### src/rtl/timer_pkg.sv
// Shared types and defaults for the timer controller and its counter.
package timer_pkg;

    localparam int TIMER_WIDTH  = 16;
    localparam int TIMER_PWIDTH = 8;

    typedef enum logic [1:0] {
        ST_IDLE   = 2'd0,
        ST_RUN    = 2'd1,
        ST_PAUSED = 2'd2,
        ST_DONE   = 2'd3
    } timer_state_e;

    function automatic logic state_busy(input timer_state_e s);
        return (s == ST_RUN) || (s == ST_PAUSED);
    endfunction

endpackage

### src/rtl/timer_counter.sv
// Clearable, enabled up-counter holding the timer's running count.
module timer_counter
    import timer_pkg::*;
#(
    parameter int WIDTH = TIMER_WIDTH
) (
    input  logic             clk,
    input  logic             rst,
    input  logic             clr,
    input  logic             en,
    output logic [WIDTH-1:0] count
);

    always_ff @(posedge clk or negedge rst) begin
        if (!rst)
            count <= '0;
        else if (clr)
            count <= '0;
        else if (en)
            count <= count + WIDTH'(1);
    end

endmodule

### src/rtl/timer_ctrl.sv
// One-shot / periodic timer: command decode, terminal compare and period tally
// around a separate counter register.
module timer_ctrl
    import timer_pkg::*;
#(
    parameter int WIDTH  = TIMER_WIDTH,
    parameter int PWIDTH = TIMER_PWIDTH
) (
    input  logic              clk,
    input  logic              rst,
    input  logic              start,
    input  logic              stop,
    input  logic              pause,
    input  logic              mode,
    input  logic [WIDTH-1:0]  limit,
    output logic [WIDTH-1:0]  count,
    output logic              busy,
    output logic              done,
    output logic [PWIDTH-1:0] periods,
    output logic              err
);

    timer_state_e     state;
    logic [WIDTH-1:0] limit_q;
    logic             mode_q;

    logic start_ok;
    logic run_step;
    logic at_limit;
    logic cnt_clr;
    logic cnt_en;

    // A start with a zero limit is a command that is refused, but it still
    // outranks pause, so the whole edge is a no-op apart from the err pulse.
    always_comb begin
        start_ok = 1'b0;
        run_step = 1'b0;
        at_limit = 1'b0;
        cnt_clr  = 1'b0;
        cnt_en   = 1'b0;
        start_ok = !stop && start && (limit != '0);
        run_step = !stop && !start && (state == ST_RUN) && !pause;
        at_limit = (count == limit_q);
        cnt_en   = run_step && !at_limit;
        cnt_clr  = stop || start_ok || (run_step && at_limit && mode_q);
    end

    timer_counter #(.WIDTH(WIDTH)) u_counter (
        .clk   (clk),
        .rst   (rst),
        .clr   (cnt_clr),
        .en    (cnt_en),
        .count (count)
    );

    always_ff @(posedge clk or negedge rst) begin
        if (!rst) begin
            state   <= ST_IDLE;
            limit_q <= '0;
            mode_q  <= 1'b0;
            periods <= '0;
            busy    <= 1'b0;
            done    <= 1'b0;
            err     <= 1'b0;
        end else begin
            done <= 1'b0;
            err  <= 1'b0;
            if (stop) begin
                state   <= ST_IDLE;
                periods <= '0;
                busy    <= 1'b0;
            end else if (start) begin
                if (limit != '0) begin
                    state   <= ST_RUN;
                    limit_q <= limit;
                    mode_q  <= mode;
                    periods <= '0;
                    busy    <= 1'b1;
                end else begin
                    err <= 1'b1;
                end
            end else begin
                case (state)
                    ST_RUN: begin
                        if (pause) begin
                            state <= ST_PAUSED;
                        end else if (at_limit) begin
                            done <= 1'b1;
                            if (mode_q) begin
                                periods <= periods + PWIDTH'(1);
                            end else begin
                                state <= ST_DONE;
                                busy  <= 1'b0;
                            end
                        end
                    end
                    // Leaving pause costs one edge; the count moves again on the next one.
                    ST_PAUSED: begin
                        if (!pause)
                            state <= ST_RUN;
                    end
                    default: begin
                        busy <= state_busy(state);
                    end
                endcase
            end
        end
    end

endmodule

### config.mk
export PLATFORM = sky130hd
export DESIGN_NAME = timer_ctrl
export DESIGN_NICKNAME = d
export VERILOG_FILES = /design/src/rtl/timer_pkg.sv /design/src/rtl/timer_counter.sv /design/src/rtl/timer_ctrl.sv
export SDC_FILE = /design/constraint.sdc
export NUM_CORES = 1
export LEC_CHECK = 0
export BUFFER_PORTS_ARGS = -buffer_cell sky130_fd_sc_hd__buf_2
export CAP_MARGIN = 20
export CORE_ASPECT_RATIO = 1.1
export CORE_MARGIN = 2
export CORE_UTILIZATION = 55
export CTS_CLUSTER_DIAMETER = 150
export DETAILED_ROUTE_END_ITERATION = 7
export MAX_ROUTING_LAYER = met4
export PLACE_DENSITY = 0.8
export SLEW_MARGIN = 20
export SYNTH_ARGS = -nofsm -noshare
export SYNTH_HDL_FRONTEND = slang
export SYNTH_SLANG_ARGS = --single-unit
### constraint.sdc
create_clock -name clk -period 2.25 [get_ports clk]
set_input_delay 0.225 -clock clk [delete_from_list [all_inputs] [get_ports clk]]
set_output_delay 0.225 -clock clk [all_outputs]
set_load 0.02 [all_outputs]
==> reports/qor.tcl <==
set qor(worstHoldPathCells) 2
set qor(endpoint_kind) {register}
set qor(static-leakage-power_nw) 1.45
set qor(synthDominantCellAreaShare_pct) 45.9
set qor(area_of_all_placed_cells_without_fillers_um2) 3150
set qor(postSynth.asyncResetShare_pct) 100
set qor(drt_iter0_markers) 167
set qor(netlist_instances) 240
set qor(cts_buffers) 5
set qor(seq_area_um2) 1150
set qor(detail_route.wl_per_cell_um) 16.6
set qor(clockBufferDepth) 2
set qor(floorplan.die_area_um2) 5120
set qor(detail_route.vias_per_cell) 6.04
set qor(ys_warn_count) 0
set qor(setup_ws_ns) 0.105
set qor(slew_headroom_pct) 63.6
set qor(crit_arrival_ns) 2.38
set qor(die_w_um) 68.4
set qor(post_synth_num_cell_types) 48
set qor(antenna-diode-count) 0
set qor(ys_dominant_reg_cell) {sky130_fd_sc_hd__dfrtp_1}
set qor(yosys-top-cells-area) {sky130_fd_sc_hd__dfrtp_1 46%, sky130_fd_sc_hd__mux2_2 7.6%, sky130_fd_sc_hd__xor2_1 5.6%}
set qor(critical_path.startpoint) {state[1]}
set qor(crit-reg2reg-launch) {state[1]}
set qor(tritoncts) {yes}
set qor(routed_wl_um) 6120
set qor(r2r_end) {u_counter.count[14]}
set qor(remaining_drc_errors) 0
set qor(gp_congestion) 0.886
set qor(multi_input_area_um2) 1290
set qor(max_slew.worst_pin.slew_ns) 0.545
set qor(cts.reportedPaths.clkPinSlew_ns) 0.08
set qor(timing.reg2reg.worst_path_depth) 8
set qor(grt_pass1_wl_um) 10000
set qor(worst_slack_at_placement_ns) 0.0228
set qor(total_of_endpoints_with_negative_setup_slack_in_the_final_report) 0
set qor(grt_pass1_vias) 2104
set qor(post_synth_most_frequent_cells) {46 x sky130_fd_sc_hd__dfrtp_1, 21 x sky130_fd_sc_hd__a21oi_1, 17 x sky130_fd_sc_hd__mux2_2}
set qor(hold-path-endpoint) {mode_q}
set qor(unrepaired_setup_endpoints_after_global_routing) {false}
set qor(route.vias.total) 2221
set qor(cts_num_sinks) 46
set qor(h-tree-depth) 2
set qor(synth_largest_area_cell) {sky130_fd_sc_hd__dfrtp_1}
set qor(initial_core_util_pct) 57.7
set qor(layout-drive-gt1-share_pct) 36.6
set qor(io_buffers) 48
set qor(fillers) 289
set qor(fin_crit_sh_pct) 95.3
set qor(post_synth_edffs) 0
set qor(ir_worst_vdd_mv) 0.421
set qor(design.portCount) 49
set qor(final.setup_skew_ns) 0.00322
set qor(num_rows) 25
set qor(crit_required_ns) 2.48
set qor(clock_insertion_delay_worst_skew_ns) 0.31
set qor(cts.root.buffer_cell) {sky130_fd_sc_hd__clkbuf_8}
set qor(gr-usage-all-layers_pct) 27.4
set qor(report.final.slew_viol_count) 0
set qor(grt_overflow_total) 0
set qor(fp.dieH_um) 74.8
set qor(run_status) {finished, final reports clean}
set qor(synth.net_count) 266
set qor(design.final.nets) 339
set qor(critical_path_peak_fanout) 10
set qor(dp.final_hpwl_um) 4590
set qor(hold_path.class) {in -> reg}
set qor(power_density_nw_per_um2) 607
set qor(drtPass1Iterations) 4
set qor(mapped_cell_area_um2) 2510
set qor(worst-r2r-setup-slack_ns) 0.11
set qor(setup.worst_path.start_class) {register}
set qor(post_synth.cell_area_avg_um2) 10.5
set qor(min_from) {mode}
set qor(antenna_violating_nets_post_route) 0
set qor(holdWs_ns) 0.150
set qor(layout_min_cycle_time_ns) 2.14
set qor(area_delta_synth_final_pct) 25.7
set qor(setup_total_negative_slack_ns) 0
set qor(final-hold-violation-count) 0
set qor(fmax_mhz) 466
set qor(synth.ff_latch_count) 46
set qor(maximum_number_of_pins_on_one_net_before_global_route_repair) 36
set qor(synth.most_common_cell) {sky130_fd_sc_hd__dfrtp_1}
set qor(antenna_found_initial) 0
set qor(critPathKind) {reg -> reg}
set qor(synth_sequential_area_ratio_pct) 45.9
set qor(maxCapViolations) 0
set qor(dpl-instance-area_um2) 2950
set qor(placeable_core_region_um2) 4350
-- critical path: stages, from the launching register on --
cell	delay, ns
sky130_fd_sc_hd__dfrtp_1	0.41
sky130_fd_sc_hd__inv_2	0.09
sky130_fd_sc_hd__ha_4	0.15
sky130_fd_sc_hd__nor4b_4	0.22
sky130_fd_sc_hd__buf_4	0.22
sky130_fd_sc_hd__nand3_2	0.13
sky130_fd_sc_hd__or3_1	0.39
sky130_fd_sc_hd__or3_1	0.31
sky130_fd_sc_hd__a21oi_1	0.16
-- placed cells by master, fill, tap and decap left out, types with 7 or more instances in the layout --
cell type | synthesis | final
sky130_fd_sc_hd__nor2_1 | 7 | 7
sky130_fd_sc_hd__nand4_1 | 8 | 8
sky130_fd_sc_hd__mux2_2 | 17 | 17
sky130_fd_sc_hd__inv_1 | 8 | 7
sky130_fd_sc_hd__o21ai_0 | 12 | 12
sky130_fd_sc_hd__dfrtp_1 | 46 | 46
sky130_fd_sc_hd__buf_2 | 2 | 48
sky130_fd_sc_hd__nand3_1 | 10 | 9
sky130_fd_sc_hd__or3_1 | 9 | 9
sky130_fd_sc_hd__a21oi_1 | 21 | 21
sky130_fd_sc_hd__nand2_1 | 10 | 10
sky130_fd_sc_hd__xor2_1 | 16 | 16
sky130_fd_sc_hd__o31ai_1 | 9 | 9
sky130_fd_sc_hd__buf_4 | 2 | 27
sky130_fd_sc_hd__or4_1 | 9 | 9
-- cell type report --
cell class	instances	area share, %
Sequential cell	46	36.5
Tap cell	54	2.14
Multi-Input combinational cell	175	40.9
Timing Repair Buffer	77	15.0
Clock buffer	6	2.62
Inverter	8	0.952
Clock inverter	2	1.90
-- flip-flops by register name, summed over array words and instances (netlist names) --
name	flops
busy	1
mode_q	1
limit_q	16
u_counter.count	16
done	1
state	2
periods	8
err	1
-- per-stage QoR --
stage / power [mW] / utilization (%) / cells
after floorplan: 1.05 / - / 240
after global routing: 1.99 / 72.5 / 368
after global placement: 1.13 / 67.8 / 358
final: 1.92 / 72.5 / 368
after CTS: 1.90 / 71.3 / 367
after detailed placement: 1.15 / 67.8 / 358
-- kinds of logic after synthesis --
family | synth area share [%]
and+or+nand+nor | 20.6
buffers and inverters | 4.54
muxes | 8.83
adders and majority gates | 2.00
AOI/OAI and AO/OA | 12.5
xor gates and xnor gates | 5.59
DFF | 45.9
-- power by group --
group	switching (mW)	internal [mW]	leakage (nW)
combinational	0.119	0.116	0.777
clock	0.286	0.474	0.0714
sequential	0.0421	0.877	0.602
-- worst max-delay path by stage --
| stage | to |
|---|---|
| 6_report | u_counter.count[14] |
| 5_1_grt | u_counter.count[9] |
| 4_1_cts | u_counter.count[15] |
| 3_5_place_dp | u_counter.count[15] |
| 3_3_place_gp | u_counter.count[15] |
| 2_1_floorplan | u_counter.count[7] |
-- repair_timing --
| action | CTS | global route |
|---|---|---|
| gates resized for setup | 0 | 8 |
| hold buffers | 1 | 0 |
| endpoints found under the hold margin | 22 | 0 |
| setup buffers | 0 | 1 |
| endpoints found under the setup margin | 0 | 6 |
-- metal layers --
layer	vias up	share of wire, %	global-route usage (%)
met4	0	1.8	7.78
li1	1050	-	-
met1	1096	44	36.7
met3	12	5.0	4.48
met5	-	0	-
met2	63	50	43.2
Note: power is estimated with default switching activity, not from simulation.
